File: config.mk
export PLATFORM = sky130hd
export DESIGN_NAME = seq_alu
export DESIGN_NICKNAME = d
export VERILOG_FILES = /design/src/rtl/alu_pkg.sv /design/src/rtl/mul_iter.sv /design/src/rtl/seq_alu.sv
export SDC_FILE = /design/constraint.sdc
export NUM_CORES = 1
export LEC_CHECK = 0
export BUFFER_PORTS_ARGS = -buffer_cell sky130_fd_sc_hd__buf_4
export CAP_MARGIN = 20
export CELL_PAD_IN_SITES_DETAIL_PLACEMENT = 0
export CELL_PAD_IN_SITES_GLOBAL_PLACEMENT = 1
export CORE_MARGIN = 3
export CORE_UTILIZATION = 30
export DETAILED_ROUTE_END_ITERATION = 6
export PLACE_DENSITY_LB_ADDON = 0.1
export SYNTH_ARGS = -nofsm -noshare
export SYNTH_HDL_FRONTEND = slang
export SYNTH_SLANG_ARGS = --single-unit
export TNS_END_PERCENT = 30
File: constraint.sdc
create_clock -name clk -period 3.31 [get_ports clk]
set_clock_uncertainty 0.1 [all_clocks]
set_input_delay 0.8275 -clock clk [delete_from_list [all_inputs] [get_ports clk]]
set_output_delay 0.8275 -clock clk [all_outputs]
set_load 0.02 [all_outputs]
File: src/rtl/alu_pkg.sv
// Shared ALU definitions: ALUControl opcode encoding and the seq_alu FSM state type.
package alu_pkg;

   localparam logic [2:0] OP_ADD = 3'b000;
   localparam logic [2:0] OP_SUB = 3'b001;
   localparam logic [2:0] OP_AND = 3'b010;
   localparam logic [2:0] OP_OR  = 3'b011;
   localparam logic [2:0] OP_XOR = 3'b100;
   localparam logic [2:0] OP_SLT = 3'b101;
   localparam logic [2:0] OP_MUL = 3'b110;
   localparam logic [2:0] OP_ILL = 3'b111;

   typedef enum logic [1:0] {
      ST_IDLE = 2'b00,
      ST_MUL  = 2'b01,
      ST_DONE = 2'b10
   } state_t;

endpackage

File: src/rtl/mul_iter.sv
// Iterative shift-add multiplier: one partial product per step, low WIDTH bits kept.
// Loaded by start; after WIDTH steps product carries the final value on the step where last=1.
module mul_iter
   import alu_pkg::*;
#(
   parameter int WIDTH = 32
) (
   input  logic             clk,
   input  logic             reset,
   input  logic             start,
   input  logic             step,
   input  logic [WIDTH-1:0] a,
   input  logic [WIDTH-1:0] b,
   output logic             last,
   output logic [WIDTH-1:0] product
);

   localparam int CW = (WIDTH > 1) ? $clog2(WIDTH) : 1;

   logic [WIDTH-1:0] acc;
   logic [WIDTH-1:0] mcand;
   logic [WIDTH-1:0] mplier;
   logic [CW-1:0]    cnt;

   // product is the accumulator after the current step, so the owner can capture it on the last step
   assign product = acc + (mplier[0] ? mcand : '0);
   assign last    = (cnt == CW'(WIDTH - 1));

   always_ff @(posedge clk) begin
      if (reset) begin
         acc    <= '0;
         mcand  <= '0;
         mplier <= '0;
         cnt    <= '0;
      end else if (start) begin
         acc    <= '0;
         mcand  <= a;
         mplier <= b;
         cnt    <= '0;
      end else if (step) begin
         acc    <= product;
         mcand  <= mcand << 1;
         mplier <= mplier >> 1;
         cnt    <= cnt + CW'(1);
      end
   end

endmodule

File: src/rtl/seq_alu.sv
// Sequential ALU, valid/ready in and out; latency 1, or WIDTH+1 for mul when SEQ_ALU_MUL_EN is defined.
// Accepts only in IDLE; the result is held in DONE until out_ready.
module seq_alu
   import alu_pkg::*;
#(
   parameter int WIDTH = 32
) (
   input  logic             clk,
   input  logic             reset,
   input  logic             in_valid,
   output logic             in_ready,
   input  logic [2:0]       ALUControl,
   input  logic [WIDTH-1:0] a,
   input  logic [WIDTH-1:0] b,
   output logic             out_valid,
   input  logic             out_ready,
   output logic [WIDTH-1:0] result,
   output logic             zero,
   output logic             illegal
);

   state_t           state;
   state_t           state_next;
   logic [WIDTH-1:0] alu_res;
   logic             alu_ill;
   logic             res_load;
   logic [WIDTH-1:0] res_next;
   logic             ill_next;

`ifdef SEQ_ALU_MUL_EN
   logic             mul_start;
   logic             mul_step;
   logic             mul_last;
   logic [WIDTH-1:0] mul_product;

   mul_iter #(.WIDTH(WIDTH)) u_mul (
      .clk     (clk),
      .reset   (reset),
      .start   (mul_start),
      .step    (mul_step),
      .a       (a),
      .b       (b),
      .last    (mul_last),
      .product (mul_product)
   );
`endif

   // Single-cycle operations; an unsupported code yields result 0 with illegal set
   always_comb begin
      alu_res = '0;
      alu_ill = 1'b0;
      case (ALUControl)
         OP_ADD: alu_res = a + b;
         OP_SUB: alu_res = a - b;
         OP_AND: alu_res = a & b;
         OP_OR:  alu_res = a | b;
         OP_XOR: alu_res = a ^ b;
         OP_SLT: alu_res = {{(WIDTH-1){1'b0}}, ($signed(a) < $signed(b))};
`ifdef SEQ_ALU_MUL_EN
         OP_MUL: alu_res = '0;
`endif
         default: alu_ill = 1'b1;
      endcase
   end

   always_comb begin
      state_next = state;
      res_load   = 1'b0;
      res_next   = alu_res;
      ill_next   = alu_ill;
`ifdef SEQ_ALU_MUL_EN
      mul_start  = 1'b0;
      mul_step   = 1'b0;
`endif
      case (state)
         ST_IDLE: begin
            if (in_valid) begin
`ifdef SEQ_ALU_MUL_EN
               if (ALUControl == OP_MUL) begin
                  mul_start  = 1'b1;
                  state_next = ST_MUL;
               end else begin
                  res_load   = 1'b1;
                  state_next = ST_DONE;
               end
`else
               res_load   = 1'b1;
               state_next = ST_DONE;
`endif
            end
         end
`ifdef SEQ_ALU_MUL_EN
         ST_MUL: begin
            mul_step = 1'b1;
            if (mul_last) begin
               res_load   = 1'b1;
               res_next   = mul_product;
               ill_next   = 1'b0;
               state_next = ST_DONE;
            end
         end
`endif
         ST_DONE: begin
            if (out_ready) state_next = ST_IDLE;
         end
         default: state_next = ST_IDLE;
      endcase
   end

   always_ff @(posedge clk) begin
      if (reset) begin
         state   <= ST_IDLE;
         result  <= '0;
         zero    <= 1'b0;
         illegal <= 1'b0;
      end else begin
         state <= state_next;
         if (res_load) begin
            result  <= res_next;
            zero    <= (res_next == '0);
            illegal <= ill_next;
         end
      end
   end

   assign in_ready  = (state == ST_IDLE);
   assign out_valid = (state == ST_DONE);

endmodule

==> flow_summary.yaml, run 1 <==
pwr:
  pwr-share-comb_pct: 67.2
  p_switching_uw: 1270
  pwr-share-seq_pct: 15.5
  totalPowerFinal_uw: 3090
  power_leakage_uw: 0.00547
  p_sw_share_pct: 41.1
  clockPowerShare_pct: 17.2
  p_int_uw: 1820
  p_per_area_nw_per_um2: 266
  irDropWorstVdd_uv: 210
worst_hold_path:
  min_path_cells: 2
  hold_class: "flip-flop to flip-flop"
  min_from: "illegal"
sta:
  finalCriticalPeriod_ns: 3.68
  setup_ws_ns: -0.372
  period_share_pct: 111
  fmax_mhz: 272
  setup_violations: 13
  relSlewSlack_pct: 37.8
  final-hold-violation-count: 0
  rsz0062_at_grt: "true"
  slew_violations: 0
  whs_ns: 0.358
  worst_pin_slew_ns: 0.931
layout:
  drive_gt1_share_pct: 44.1
  n_antenna_cell: 0
  area_growth_pct: 70.3
  final_nets: 1597
worst_setup_path:
  critPathMaxStageDelay_ns: 0.38
  path_cells: "buf_4 -> inv_1 -> ha_1 -> buf_4 -> buf_4 -> a21oi_1 -> o31ai_1 -> a21oi_1 -> nor2_1 -> nor4_1 -> o21ai_0 -> buf_4 -> mux2i_1 -> and3_1 -> and4_1 -> nand4_1 -> o31ai_2"
  path_common_cell: "buf_4"
  worst-setup-path-type: "input port to flip-flop"
  path_delay_family: "simple AND/OR/NAND/NOR gates"
  cp-startpoint: "a[24]"
  r2r-start: "state[1]"
  cp.required_ns: 3.41
  crit_fanout: 7
  end_kind: "flip-flop"
  r2r_cells: 10
  cp_num_buf_inv: 5
  cp_num_cells: 17
  slowest_stage: "nor4_1"
  startpoint_type: "input port"
  critPathArrivalTime_ns: 3.78
synth:
  syn_avg_cell_area_sq_um: 6.81
  syn-num-nets: 1177
  synth-seq-cells: 35
  synth_flop_cell: "dfxtp_1"
  synth_edf_count: 0
  syn-cell-area_sq_um: 6820
  synthCells: 1002
  netlist-cell-type-count: 81
  synthArstFlopShare_pct: 0
  yosysSeqAreaShare_pct: 10.3
  yosys_warnings: 0
drt:
  vias: 8906
  wire_per_inst_um: 18.3
  drtIter0Drc: 666
  first_pass_iters: 5
  routed_wl_mm: 31.2
  drc: 0
  vias_per_cell: 5.23
  ant_nets: 0
floorplanning:
  rows: 54
  die-area_sq_um: 24600
  die_h_um: 157
  die_w_um: 157
  start_util_pct: 30.9
  ios: 107
  coreArea_sq_um: 22100
place:
  finalWeightedCongestion: 0.927
  dp_hpwl_mm: 25.8
  placement.io_buffers: 106
clock_network:
  clock-root-buffer: "clkbuf_16"
  cts_hold_buf: 0
  clk_pin_slew_ns: 0.06
  cts_buffer_depth: 2
  cts.sinks: 35
  cts_buffers: 5
  cts_tree: "done"
  clock_latency_ns: 0.28
  htreeDepth: 2
global_routing:
  grt_overflow: 0
  grt_start_max_net_pins: 59
  grtUsageMet1_pct: 37.5
  grt_use_met2_pct: 38.1
  antenna_found_initial: 0
  grt_pass1_vias: 8665
  gr-usage-all-layers_pct: 24.6
  busiest_layer: "met2"
  grt_util_met3_pct: 1.74
  grt_pass1_wl_mm: 48.6
flow_run:
  maxCapViolations: 0
run_status:
  violations: "negative setup slack"
  outcome: "complete, but fails checks"
logic make-up after synthesis:
kind of cell,after synthesis,synth area share (%)
mux,16,2.38
compound gates,343,34.0
xor+xnor,14,1.80
fa+ha+maj,104,19.3
flops,35,10.3
simple gates,321,22.3
buf+inv,169,9.91
worst reg2reg max path, cell delays in order (launching register included):
cell	delay, ns
dfxtp_1	0.36
nor2b_4	0.16
o21ai_0	0.09
a21oi_1	0.20
nand3_1	0.12
nor3_1	0.23
nand4_1	0.15
nor4_2	0.26
and4_1	0.24
nand4_1	0.15
o31ai_2	0.19
power by group through the flow:
stage / clock, uW / sequential (uW) / combinational [uW]
2_1_floorplan: 0 / 532 / 804
3_3_place_gp: 0 / 490 / 1820
3_5_place_dp: 0 / 490 / 1820
4_1_cts: 546 / 481 / 1970
5_1_grt: 569 / 485 / 2240
6_report: 533 / 480 / 2080
repair_timing:
item                                    in CTS  in global routing
pin swaps                                   47                 30
endpoints found under the setup margin      19                 17
resized for setup                          123                 66
buffers inserted                            11                 10
gates cloned                                 0                  0
cells in the mapped netlist, drive strengths merged (6+ instances only):
| master | instances | area share [%] |
|---|---|---|
| a211o | 6 | 0.77 |
| a211oi | 46 | 5.1 |
| a21o | 10 | 1.1 |
| a21oi | 94 | 7.1 |
| a221oi | 9 | 1.3 |
| a31oi | 11 | 1.0 |
| and2 | 8 | 0.73 |
| and3 | 7 | 0.64 |
| buf | 24 | 1.9 |
| clkbuf | 39 | 2.1 |
| dfxtp | 35 | 10 |
| ha | 102 | 19 |
| inv | 105 | 5.8 |
| mux2i | 14 | 2.1 |
| nand2 | 71 | 3.9 |
| nand2b | 10 | 0.92 |
| nand3 | 28 | 2.1 |
| nand4 | 19 | 1.7 |
| nor2 | 115 | 6.3 |
| nor2b | 7 | 0.64 |
| nor3 | 26 | 1.9 |
| nor4 | 12 | 1.2 |
| o211ai | 16 | 1.8 |
| o21a | 7 | 0.77 |
| o21ai | 60 | 4.5 |
| o21bai | 7 | 0.77 |
| o22ai | 8 | 0.73 |
| o31ai | 17 | 2.0 |
| xnor2 | 12 | 1.5 |
placed cells by master, fill, tap and decap left out, types with 6 or more instances in the layout:
cell        n
buf_4     453
o21bai_1    7
ha_1       81
and2_1      7
a21oi_1    79
buf_6      14
dfxtp_1    35
inv_4       6
nand2b_1    9
o22ai_1     8
nor2_1    109
o21ai_0    45
inv_2       8
nand4_1    19
a31oi_1     6
and3_1      7
o31ai_1    12
o211ai_1   16
xnor2_1    11
o21ai_2     6
nand3_1    28
o21a_1      7
a21oi_2    13
o21ai_1     6
inv_1      91
ha_4       17
nor4_1      7
nor3_1     23
a21o_1     10
a211oi_2    9
nor2b_1     6
a211oi_1   35
mux2i_1    14
nand2_1    64
flip-flops by register name (all words and copies together), names as in the netlist:
| register | cells |
|---|---|
| illegal | 1 |
| result | 32 |
| state | 1 |
| zero | 1 |
path summary, 6_finish.rpt:
kind                  end  slack (ns)
setup / recovery     zero       -0.37
hold / removal    illegal        0.36
setup reg to reg     zero        0.97
hold reg to reg   illegal        0.36
layout make-up:
type	instances	area, sq um
clock buffers	5	125
clock inverters	3	43.8
fillers	2224	10500
inverters	106	413
multi-input cells	798	6260
flip-flops and latches	35	701
well taps	280	350
repair buffers	476	3720
through the flow:
step	TNS [ns]	util, %	cell area [sq um]	instances	setup slack [ns]
detailed placement	-12.84	47.2	10400	1677	-1.02
global route	-3.74	52.6	11600	1703	-0.502
finish	-2.20	52.6	11600	1703	-0.372
CTS	-2.11	50.9	11300	1695	-0.324
global placement	-12.90	47.2	10400	1677	-1.03
floorplan	-0.580	-	6850	1002	-0.222
routing by layer:
layer / wire length (um) / part of all wire, %
met3: 1700 / 5.5
met4: 449 / 1.4
met5: 0 / 0
met1: 15700 / 50
met2: 13400 / 43
Note: power is estimated with default switching activity, not from simulation.
==> inputs of run 2 (changes only) <==
- ABC_AREA: unset -> 1
- CTS_BUF_LIST: unset -> sky130_fd_sc_hd__clkbuf_2
==> flow_summary.yaml, run 2 <==
floorplanning:
  coreArea_sq_um: 25300
  die_w_um: 167
  die_h_um: 167
  ios: 107
  die-area_sq_um: 27800
  rows: 58
  start_util_pct: 30.6
drt:
  drtIter0Drc: 638
  first_pass_iters: 5
  wire_per_inst_um: 15.9
  vias_per_cell: 4.73
  ant_nets: 0
  vias: 9707
  routed_wl_mm: 32.6
  drc: 0
sta:
  whs_ns: 0.407
  setup_ws_ns: 0.194
  worst_pin_slew_ns: 0.577
  rsz0062_at_grt: "false"
  relSlewSlack_pct: 61.2
  finalCriticalPeriod_ns: 3.12
  final-hold-violation-count: 0
  slew_violations: 0
  fmax_mhz: 321
  period_share_pct: 94.1
  setup_violations: 0
synth:
  synthArstFlopShare_pct: 0
  synth-simple-area-share_pct: 42.5
  syn-num-nets: 1621
  syn-cell-area_sq_um: 7760
  synth_commonest_cells: "402 x nand2_1, 275 x inv_1, 174 x nor2_1"
  synthMuxAreaShare_pct: 0
  yosysSeqAreaShare_pct: 9.03
  synthAdderAreaFrac_pct: 17.0
  synth_xor_area_share_pct: 0
  syn_avg_cell_area_sq_um: 5.36
  synthCells: 1446
  synth_flop_cell: "dfxtp_1"
  synth-seq-cells: 35
  yosys_warnings: 0
  synth_top_area_share_pct: 19.5
  netlist-cell-type-count: 37
  synth_top_cell_by_area: "nand2_1"
  synth_edf_count: 0
  synth_top_family_by_area: "simple AND/OR/NAND/NOR gates"
  synth.most_common_cell: "nand2_1"
  synth_area_leaders: "nand2_1 19%, ha_1 16%, inv_1 13%, dfxtp_1 9.0%, nand3_1 8.9%"
  synth-compound-area-share_pct: 14.3
place:
  dp_hpwl_mm: 28.1
  placement.io_buffers: 106
  finalWeightedCongestion: 0.940
  place_ws_ns: -0.260
worst_setup_path:
  critPathMaxStageDelay_ns: 0.38
  path_delay_family: "simple AND/OR/NAND/NOR gates"
  critPathArrivalTime_ns: 3.36
  slowest_stage: "ha_1"
  end_kind: "flip-flop"
  worst-setup-path-type: "input port to flip-flop"
  crit_fanout: 6
  startpoint_type: "input port"
  rrSetupSlack_ns: 1.35
  path_common_cell: "nand2_1"
  cp_num_buf_inv: 2
  path_cells: "buf_4 -> inv_1 -> ha_1 -> nor2_1 -> nand3_1 -> nand3_2 -> nand2_1 -> nand2_1 -> nand2_1 -> nand3_1 -> nand3_1 -> nor2_1 -> nand3_1 -> nor2_1 -> nand2_1 -> nor2_1 -> nand2_1 -> a21oi_2"
  cp.required_ns: 3.56
pwr:
  p_per_area_nw_per_um2: 229
  pwr-share-comb_pct: 71.3
  clockPowerShare_pct: 8.5
  power_leakage_uw: 0.00616
  p_sw_share_pct: 49.7
  totalPowerFinal_uw: 2380
  p_switching_uw: 1180
  p_int_uw: 1200
  irDropWorstVdd_uv: 160
  pwr-share-seq_pct: 20.2
global_routing:
  gr-usage-all-layers_pct: 22.9
  grt_overflow: 0
  antenna_found_initial: 0
  grt_pass1_wl_mm: 51.6
  grt_pass1_vias: 9524
  grt_start_max_net_pins: 51
clock_network:
  clock-root-buffer: "clkbuf_2"
  cts_buffer_depth: 2
  cts.sinks: 35
  htreeDepth: 2
  clk_pin_slew_ns: 0.18
  cts_tree: "done"
  cts_buffers: 5
  clock_latency_ns: 0.40
  post_cts_buffers: 0
worst_hold_path:
  hold_class: "flip-flop to flip-flop"
layout:
  final_common_cell: "nand2_1"
  top_register: "result"
  area_growth_pct: 33.5
  largest_register_ffs: 32
  n_antenna_cell: 0
  layout_common_cells: "402 x nand2_1, 309 x buf_4, 275 x inv_1, 173 x nor2_1, 138 x nand3_1"
  drive_gt1_share_pct: 21.9
  final_nets: 1897
flow_run:
  maxCapViolations: 0
run_status:
  outcome: "finished, final reports clean"
==> run 2: worst paths after layout <==
kind / from / end / cells past startpoint
min: zero / zero / 2
max: a[4] / zero / 18
max reg2reg: state[1] / zero / 15
min reg2reg: zero / zero / 2
==> run 2: through the flow <==
step                      cell area (sq um)  std cells  setup TNS [ns]  utilization, %
after floorplan                        7760       1446               0               -
after detailed placement              10300       2045          -0.379            40.7
after global placement                10300       2045          -0.212            40.7
after global routing                  10400       2053               0            40.9
after CTS                             10400       2053               0            40.9
final                                 10400       2053               0            40.9
==> run 2: cell families after synthesis <==
| logic type | after synthesis |
|---|---|
| buffers and inverters | 331 |
| AO/OA/AOI/OAI | 196 |
| adder cells (fa/ha/maj) | 104 |
| AND/OR/NAND/NOR | 780 |
| flip-flops | 35 |
==> run 2: power by group through the flow <==
stage / clock [uW] / sequential, uW / combinational (uW)
3_3_place_gp: 0 / 488 / 1680
2_1_floorplan: 0 / 529 / 864
5_1_grt: 238 / 485 / 1880
6_report: 203 / 479 / 1690
4_1_cts: 213 / 480 / 1690
3_5_place_dp: 0 / 488 / 1680
==> run 2: worst register-to-register path, cell delays in order, from the launching register on <==
cell and delay [ns]:
dfxtp_1 0.36, inv_1 0.09, nand2_1 0.09, inv_2 0.09
o21ai_0 0.08, inv_1 0.08, nand3_1 0.09, nor2_1 0.09
nand2_1 0.05, nor2_1 0.08, nand3_1 0.12, nor2_1 0.17
nand4_1 0.14, nor2_1 0.10, nand2_1 0.07, a21oi_2 0.10
==> run 2: per-layer routing <==
layer / track usage [%] / share of wire (%) / up-vias
met1: 31.0 / 46 / 4403
met2: 40.7 / 48 / 214
li1: - / - / 5061
met5: 0 / 0 / -
met3: 1.95 / 4.1 / 29
met4: 3.41 / 1.6 / 0
==> run 2: cell type report <==
class	instances	area, sq um
fillers	2863	15000
multi-input cells	1080	5730
repair buffers	313	2400
inverters	287	1080
flip-flops and latches	35	701
well taps	330	413
clock buffers	5	25.0
clock inverters	3	15.0
==> run 2: repair_timing <==
item                       in CTS  in global routing
resized for setup               0                  2
setup endpoints to repair       0                  1
hold buffers                    0                  0
==> inputs of run 3 (changes only) <==
- REMOVE_ABC_BUFFERS: unset -> 1
- SLEW_MARGIN: unset -> 20
- SYNTH_HIERARCHICAL: unset -> 1
==> flow_summary.yaml, run 3 <==
clock_network:
  cts_buffers: 5
  clock-root-buffer: "clkbuf_2"
  cts_resized: 0
  post_cts_buffers: 0
  cts_hold_buf: 0
  cts_tree: "done"
  cts.sinks: 35
  htreeDepth: 2
  cts_buffer_depth: 2
  clk_pin_slew_ns: 0.18
  clock_latency_ns: 0.38
layout:
  final_nets: 1917
  final_common_cell: "nand2_1"
  drive_gt1_share_pct: 22.7
  top_register: "result"
  fillers: 2921
  largest_register_ffs: 32
  layout_common_cells: "402 x nand2_1, 328 x buf_4, 275 x inv_1, 173 x nor2_1, 138 x nand3_1"
  n_antenna_cell: 0
  area_growth_pct: 35.5
worst_setup_path:
  critPathMaxStageDelay_ns: 0.37
  critPathArrivalTime_ns: 3.33
  path_delay_family: "simple AND/OR/NAND/NOR gates"
  cp.required_ns: 3.55
  end_kind: "flip-flop"
  startpoint_type: "input port"
  cp_num_buf_inv: 2
  worst-setup-path-type: "input port to flip-flop"
  crit_fanout: 6
  path_cells: "buf_4 -> inv_1 -> ha_1 -> nor2_1 -> nand3_1 -> nand3_2 -> nand2_1 -> nand2_1 -> nand3_1 -> a21oi_1 -> nor2_1 -> nor2_1 -> nand2_1 -> nor2_1 -> nand2_1 -> nor2_1 -> nand2_1 -> a21oi_2"
  slowest_stage: "ha_1"
synth:
  synth_edf_count: 0
  synth_area_leaders: "nand2_1 19%, ha_1 16%, inv_1 13%, dfxtp_1 9.0%, nand3_1 8.9%"
  synth-seq-cells: 35
  synthCells: 1446
  synth_commonest_cells: "402 x nand2_1, 275 x inv_1, 174 x nor2_1"
  synth_top_cell_by_area: "nand2_1"
  synth.most_common_cell: "nand2_1"
  yosysSeqAreaShare_pct: 9.03
  syn-cell-area_sq_um: 7760
  synth_flop_cell: "dfxtp_1"
  yosys_warnings: 6
  syn_avg_cell_area_sq_um: 5.36
  netlist-cell-type-count: 37
  synth_top_area_share_pct: 19.5
  synthArstFlopShare_pct: 0
sta:
  setup_violations: 0
  fmax_mhz: 324
  period_share_pct: 93.2
  whs_ns: 0.406
  worst_pin_slew_ns: 0.659
  setup_ws_ns: 0.226
  finalCriticalPeriod_ns: 3.08
  rsz0062_at_grt: "false"
  relSlewSlack_pct: 56.0
  final-hold-violation-count: 0
  slew_violations: 0
place:
  place_ws_ns: -0.155
  placement.io_buffers: 106
  dp_hpwl_mm: 28.0
  finalWeightedCongestion: 0.927
pwr:
  power_leakage_uw: 0.00626
  totalPowerFinal_uw: 2390
  p_per_area_nw_per_um2: 227
  irDropWorstVdd_uv: 122
global_routing:
  grt_pass1_vias: 9361
  grt_use_met2_pct: 42.1
  gr-usage-all-layers_pct: 22.6
  grt_overflow: 0
  grtUsageMet1_pct: 28.8
  antenna_found_initial: 0
  grt_pass1_wl_mm: 50.3
  grt_start_max_net_pins: 51
  grt_util_met3_pct: 1.61
  busiest_layer: "met2"
floorplanning:
  ios: 107
  die_w_um: 167
  die_h_um: 167
  die-area_sq_um: 27800
  start_util_pct: 30.6
  rows: 58
  coreArea_sq_um: 25300
worst_hold_path:
  hold_class: "flip-flop to flip-flop"
drt:
  vias_per_cell: 4.68
  vias: 9697
  drc: 0
  wire_per_inst_um: 15.6
  ant_nets: 0
  first_pass_iters: 7
  routed_wl_mm: 32.3
  drtIter0Drc: 580
run_status:
  outcome: "finished, final reports clean"
flow_run:
  maxCapViolations: 0
==> run 3: kinds of logic after synthesis <==
| group | share of synthesized area, % |
|---|---|
| buffers and inverters | 17.2 |
| AO/OA/AOI/OAI | 14.3 |
| flip-flops | 9.03 |
| AND/OR/NAND/NOR | 42.5 |
| adder cells (fa/ha/maj) | 17.0 |
==> run 3: layout make-up <==
class	count	area (sq um)	share of cell area, %
clock buffer	5	25.0	0.238
clock inverter	2	8.76	0.0834
inverter	287	1080	10.3
multi-input combinational	1080	5720	54.4
sequential	35	701	6.67
tap	330	413	3.93
timing repair buffer	333	2560	24.4
==> run 3: through the flow <==
stage	TNS (ns)	utilization (%)	area (sq um)	cells
global route	0	41.5	10500	2072
global placement	-0.183	41.4	10500	2065
detailed placement	-0.174	41.4	10500	2065
CTS	0	41.5	10500	2072
floorplan	0	-	7500	1402
finish	0	41.5	10500	2072
==> run 3: power breakdown <==
part / switching [uW] / internal [uW]
clock network: 143 / 44.6
registers: 20.2 / 458
logic: 1000 / 717
total: 1170 / 1220
==> run 3: final timing paths <==
check / from / end / slack [ns] / depth (start not counted)
worst max-delay path: a[4] / zero / 0.23 / 18
worst min register to register: zero / zero / 0.41 / 2
worst max register to register: state[1] / zero / 1.46 / 15
worst min-delay path: zero / zero / 0.41 / 2
==> run 3: metal layers <==
layer / vias to the layer above / share of wire (%)
li1: 5095 / -
met1: 4382 / 45
met2: 189 / 50
met3: 31 / 3.4
met4: 0 / 2.1
met5: - / 0
==> run 3: tightest hold or removal path, cell delays in order (launching register included) <==
cell and delay, ns:
dfxtp_1 0.36, nand2_1 0.08, a21oi_2 0.05
